**src/rtl/bcd_pkg.sv**
```systemverilog
// Shared definitions for the sequential binary-to-BCD converter.
// Latency: n/a (types and constants only).
// Backpressure: n/a.
package bcd_pkg;

  // Converter FSM states
  typedef enum logic [1:0] {
    IDLE  = 2'd0,
    SHIFT = 2'd1,
    DONE  = 2'd2
  } state_e;

  // Number of BCD digits produced; matches the three LED_driver digit inputs
  localparam int NDIG = 3;

  // Largest value representable in NDIG digits
  localparam int BCD_MAX = 999;

endpackage

```
**src/rtl/bcd_add3.sv**
```systemverilog
// Double-dabble nibble adjust: a BCD nibble >= 5 gets +3 before the next shift.
// Latency: purely combinational, zero cycles.
// Backpressure: none, no handshake.
module bcd_add3 (
  input  logic [3:0] nib_i,
  output logic [3:0] nib_o
);

  assign nib_o = (nib_i >= 4'd5) ? (nib_i + 4'd3) : nib_i;

endmodule

```
**src/rtl/bin_to_bcd_seq.sv**
```systemverilog
// Sequential shift-add-3 binary-to-BCD converter feeding LED_driver digits x0..x2.
// Latency: start in cycle 0 -> done and new digits in cycle W+1; accepts every W+2 cycles.
// Backpressure: start is dropped (not queued) while busy or in DONE; BCD_SAT_EN clamps overflow to 999.
module bin_to_bcd_seq
  import bcd_pkg::*;
#(
  parameter int W = 10
) (
  input  logic         clock,
  input  logic         reset_n,
  input  logic         start,
  input  logic [W-1:0] bin,
  output logic         busy,
  output logic         done,
  output logic         ovf,
  output logic [3:0]   x0,
  output logic [3:0]   x1,
  output logic [3:0]   x2
);

  localparam int CW = $clog2(W + 1);
  localparam int AW = 4 * NDIG + 1;   // accumulator keeps the carry into thousands

  state_e          state_q, state_d;
  logic [W-1:0]    sreg_q, sreg_d;
  logic [AW-1:0]   acc_q, acc_d;
  logic [CW-1:0]   cnt_q, cnt_d;
  logic            big_q, big_d;      // sampled bin already exceeds BCD_MAX
  logic            load;

  logic [AW-1:0]   adj;
  logic [AW+W-1:0] cat_sh;
  logic [AW-1:0]   acc_sh;
  logic [W-1:0]    sreg_sh;
  logic            ovf_d;
  logic [4*NDIG-1:0] dig_d;

  logic            done_q, ovf_q;
  logic [3:0]      x0_q, x1_q, x2_q;

  // Add-3 adjust on each BCD nibble; the thousands carry bit passes through
  for (genvar g = 0; g < NDIG; g++) begin : g_adj
    bcd_add3 u_add3 (
      .nib_i (acc_q[4*g +: 4]),
      .nib_o (adj[4*g +: 4])
    );
  end
  assign adj[AW-1] = acc_q[AW-1];

  // One double-dabble step: shift {adjusted acc, sreg} left by one
  assign cat_sh  = {adj[AW-2:0], sreg_q, 1'b0};
  assign acc_sh  = cat_sh[AW+W-1 -: AW];
  assign sreg_sh = cat_sh[W-1:0];

  // Result selection from the final shifted accumulator
  always_comb begin
    ovf_d = acc_sh[AW-1] | big_q;
`ifdef BCD_SAT_EN
    dig_d = ovf_d ? {NDIG{4'h9}} : acc_sh[4*NDIG-1:0];
`else
    dig_d = acc_sh[4*NDIG-1:0];
`endif
  end

  // Next-state logic: capture on start, W shift steps, one DONE cycle
  always_comb begin
    state_d = state_q;
    sreg_d  = sreg_q;
    acc_d   = acc_q;
    cnt_d   = cnt_q;
    big_d   = big_q;
    load    = 1'b0;
    case (state_q)
      IDLE: begin
        if (start) begin
          sreg_d  = bin;
          acc_d   = '0;
          cnt_d   = CW'(W);
          big_d   = (32'(bin) > 32'(BCD_MAX));
          state_d = SHIFT;
        end
      end
      SHIFT: begin
        sreg_d = sreg_sh;
        acc_d  = acc_sh;
        cnt_d  = cnt_q - CW'(1);
        if (cnt_q == CW'(1)) begin
          load    = 1'b1;
          state_d = DONE;
        end
      end
      DONE: begin
        state_d = IDLE;
      end
      default: begin
        state_d = IDLE;
      end
    endcase
  end

  // Conversion datapath and FSM state registers
  always_ff @(posedge clock or negedge reset_n) begin
    if (!reset_n) begin
      state_q <= IDLE;
      sreg_q  <= '0;
      acc_q   <= '0;
      cnt_q   <= '0;
      big_q   <= 1'b0;
    end else begin
      state_q <= state_d;
      sreg_q  <= sreg_d;
      acc_q   <= acc_d;
      cnt_q   <= cnt_d;
      big_q   <= big_d;
    end
  end

  // Displayed digits change only when entering DONE, so partial values never show
  always_ff @(posedge clock or negedge reset_n) begin
    if (!reset_n) begin
      done_q <= 1'b0;
      ovf_q  <= 1'b0;
      x0_q   <= 4'h0;
      x1_q   <= 4'h0;
      x2_q   <= 4'h0;
    end else begin
      done_q <= load;
      if (load) begin
        ovf_q <= ovf_d;
        x0_q  <= dig_d[3:0];
        x1_q  <= dig_d[7:4];
        x2_q  <= dig_d[11:8];
      end
    end
  end

  assign busy = (state_q != IDLE);
  assign done = done_q;
  assign ovf  = ovf_q;
  assign x0   = x0_q;
  assign x1   = x1_q;
  assign x2   = x2_q;

endmodule

```
**config.mk**
```make
export PLATFORM = sky130hd
export DESIGN_NAME = bin_to_bcd_seq
export DESIGN_NICKNAME = d
export VERILOG_FILES = /design/src/rtl/bcd_pkg.sv /design/src/rtl/bcd_add3.sv /design/src/rtl/bin_to_bcd_seq.sv
export SDC_FILE = /design/constraint.sdc
export NUM_CORES = 1
export LEC_CHECK = 0
export BUFFER_PORTS_ARGS = -buffer_cell sky130_fd_sc_hd__buf_2
export CAP_MARGIN = 20
export CORE_ASPECT_RATIO = 0.5
export CORE_MARGIN = 4
export CORE_UTILIZATION = 55
export DETAILED_ROUTE_END_ITERATION = 10
export PLACE_DENSITY = 0.83
export SETUP_SLACK_MARGIN = 0.4
export SLEW_MARGIN = 20
export SYNTH_ARGS = -nofsm -noshare
export SYNTH_HDL_FRONTEND = slang
export SYNTH_SLANG_ARGS = --single-unit
```
**constraint.sdc**
```tcl
create_clock -name clock -period 3.3 [get_ports clock]
set_clock_uncertainty 0.2 [all_clocks]
set_input_delay 0.495 -clock clock [delete_from_list [all_inputs] [get_ports clock]]
set_output_delay 0.495 -clock clock [all_outputs]
set_load 0.05 [all_outputs]
```
==> impl_results.md <==
- Status: completed
- Sequential area share after synthesis: 53.5%
- Setup Slack @ Placement: 0.934 ns
- Aggregate global-route resource usage: ~18%
- Max cap viols: 0
- Crit path DAT: about 2.2 ns
- Post-Syn Area: 2010 um2
- Critical Path Source Type: flip-flop
- Critical Path Start: state_q[1]$_DFFE_PN0P_
- Pin count of the biggest net entering global routing: 44
- Global-route wire length before repair: 6580 um
- Die outline height: between 50 and 60 um
- CTS tree: yes
- TritonCTS Buffers: 5
- Gate power share: between 40% and 50%
- Final Slew Violations: 0
- Setup_tns: 0 ns
- Placed Instance Area: around 2200 um2
- Clk pwr share: between 10% and 20%
- Syn_nets: between 200 and 250
- Vias in the first global route: between 1000 and 1500
- GR Overflow Total: 0
- Syn_area_per_cell: 9.77 um2
- DP Wirelength: 2660 um
- Yosys Warn Count: 0
- PD cells: approximately 1100 nW/um2
- FF+latch count, synth: 43
- Worst Slack Setup Final: a little over 1 ns
- Maximum vdd ir drop: roughly 0.00038 V
- CTS Buffer Depth: 2
- Critical Path Sink Type: flip-flop
- Reg area: around 1100 um2
- Relative slew slack: 37.8%
- Worst r2r src: state_q[1]$_DFFE_PN0P_
- Critical R2R Capture: acc_q[11]$_DFFE_PN0P_
- WS Path Type: reg -> reg
- Number of nets in the layout: around 250
- Data required, critical path: 3.24 ns
- P_int: around 1.3 mW
- Routed Antenna Nets: 0
- FFs w/ async S/R, synth: 100%
- Placeable Area: around 3500 um2
- Hold Slack: 0.126 ns
- Reg2Reg Depth: 4
- CTS sink count: 43
- Cell Count, Final, Fillers Out: about 280
- Worst slew pin tran: around 0.93 ns
- Die Wd: 93.5 um
- DRC violations left: 0
- Final hold viol count: 0
- Starting Density: 57.9%
- Clk_lat worst skew: roughly 0.29 ns
- Final wirelength: 3740 um
- Ant. Diodes: 0
- Post-synth EDFFs: 0
- Clock root buffer: clkbuf_8
- Fin area: between 2000 and 2500 um2
- Minimum clock period: approximately 2.3 ns
- WL per Instance: roughly 13 um
- Initial antenna violation count: 0
- Leakage: 1.06 nW
- Unrepaired setup endpoints after global routing: no
- Max Fanout on Critical Path: 15
- Setup Viol. Count Final: 0
- Worst hold path type: in -> async
- Max Clk Rate: about 440 MHz
- CP Capture Point: acc_q[11]$_DFFE_PN0P_
- CTS hold repair buffers: 0
- Multi-input gate area: 841 um2
- Core Util, Final: ~64%
- I/O pin cnt: 28
- P_sw: between 1 and 1.5 mW
- Seq pwr share: between 30% and 40%
- Placed instance count: ~280
- Vias per cell: 5.37
- Setup Fix Bufs, Post-CTS: 0
- Gates resized, CTS repair: 0
- Clk slew on worst S/H paths: ~0.080 ns
- Area grow syn2layout: 11.3%
- Synthesized instance count: between 200 and 250
- Vias: around 1500
- Core Rows: 15
- Port bufs: 27
- Primary FF master, synth: dfrtp_1
- H-tree depth: 2
- Flop2flop setup slack: 1.02 ns
- Final Cycle Share: ~70%
- Switching share of power: roughly 47%
- Total power: between 2 and 2.5 mW
- Die area: between 4000 and 5000 um2
- Drt first pass iters: 4
- DRT iter0 DRCs: 104
- Netlist cell types: 29
- RD Place Congestion: between 0.7 and 0.8
- Layout cell share with drive strength beyond 1: between 10% and 20%
- Filler cells: 298
-- cell usage in the layout (no fill, tap or decap), types with 2 or more instances in the layout --
cell type | netlist | layout
a21oi_1 | 6 | 6
a22oi_1 | 9 | 9
a31oi_1 | 3 | 3
buf_2 | 6 | 27
clkbuf_1 | 0 | 2
clkbuf_8 | 0 | 5
dfrtp_1 | 43 | 43
ha_1 | 8 | 8
inv_1 | 10 | 10
mux2_2 | 3 | 3
nand2_1 | 40 | 40
nand2b_1 | 4 | 4
nand3_1 | 9 | 9
nor2_1 | 8 | 8
nor3_1 | 4 | 4
nor3b_1 | 3 | 3
nor3b_2 | 2 | 2
o21ai_0 | 23 | 23
o21ai_1 | 9 | 9
o31ai_1 | 2 | 2
or3b_2 | 2 | 2
xnor2_1 | 3 | 3
-- cell families (layout without fill, tap and decap cells) --
| logic type | after synthesis | after routing | synth area share (%) |
|---|---|---|---|
| fa+ha+maj | 8 | 8 | 4.98 |
| buf+inv | 20 | 46 | 4.73 |
| flops | 43 | 43 | 53.5 |
| xor+xnor | 3 | 3 | 1.31 |
| compound gates | 53 | 53 | 15.2 |
| simple gates | 76 | 76 | 18.6 |
| mux | 3 | 3 | 1.68 |
-- cell type report --
type | instances | area share, %
clock buffers | 7 | 3.41
clock inverters | 1 | 0.224
inverters | 11 | 1.84
multi-input cells | 143 | 37.6
flip-flops and latches | 43 | 48.1
well taps | 51 | 2.85
repair buffers | 27 | 6.04
-- synth_stat cells (2+ instances only) --
library cell | number | area, um2
dfrtp_1 | 43 | 1080
nand2_1 | 40 | 150
nor3b_1 | 3 | 22.5
nor3b_2 | 2 | 25.0
buf_2 | 6 | 30.0
a21oi_1 | 6 | 30.0
inv_1 | 10 | 37.5
nand2b_1 | 4 | 25.0
nand3_1 | 9 | 45.0
o21ai_0 | 23 | 115
ha_1 | 8 | 100
nor3_1 | 4 | 20.0
xnor2_1 | 3 | 26.3
o31ai_1 | 2 | 15.0
a31oi_1 | 3 | 18.8
mux2_2 | 3 | 33.8
a22oi_1 | 9 | 67.6
nor2_1 | 8 | 30.0
or3b_2 | 2 | 17.5
o21ai_1 | 9 | 45.0
-- how the worst min path moves through the flow --
stage,from,end,slack [ns],cells past startpoint
3_5_place_dp,sreg_q[4]$_DFFE_PN0P_,sreg_q[4]$_DFFE_PN0P_,0.27,2
5_1_grt,reset_n,done$_DFF_PN0_,0.21,1
3_3_place_gp,x0[0]$_DFFE_PN0P_,x0[0]$_DFFE_PN0P_,0.26,2
2_1_floorplan,reset_n,acc_q[0]$_DFFE_PN0P_,-0.0006,0
4_1_cts,reset_n,done$_DFF_PN0_,0.17,1
6_report,reset_n,acc_q[10]$_DFFE_PN0P_,0.13,1
-- power groups by stage --
stage	logic [mW]	registers (mW)	clock network, mW
floorplan	0.687	1.16	0
global placement	1.12	0.919	0
detailed placement	1.17	0.932	0
CTS	1.17	0.923	0.326
global route	1.29	0.961	0.348
finish	1.16	0.923	0.319
-- flip-flops by register name, summed over array words and instances (netlist names) --
register	flops
acc_q	12
x1	4
cnt_q	4
done	1
state_q	2
x0	4
ovf	1
sreg_q	10
big_q	1
x2	4
-- routing by layer --
| metal | part of all wire (%) | up-vias | track usage [%] |
|---|---|---|---|
| met2 | 45 | 36 | 29.3 |
| li1 | - | 754 | - |
| met5 | 0 | - | 0 |
| met3 | 5.4 | 6 | 4.49 |
| met4 | 1.2 | 0 | 5.04 |
| met1 | 48 | 725 | 23.7 |
-- critical path: stages (launching register included) --
cell	delay (ns)
dfrtp_1	0.44
nor3b_2	0.74
nor2_1	0.39
o21ai_0	0.24
o21ai_0	0.11
Note: power is estimated with default switching activity, not from simulation.
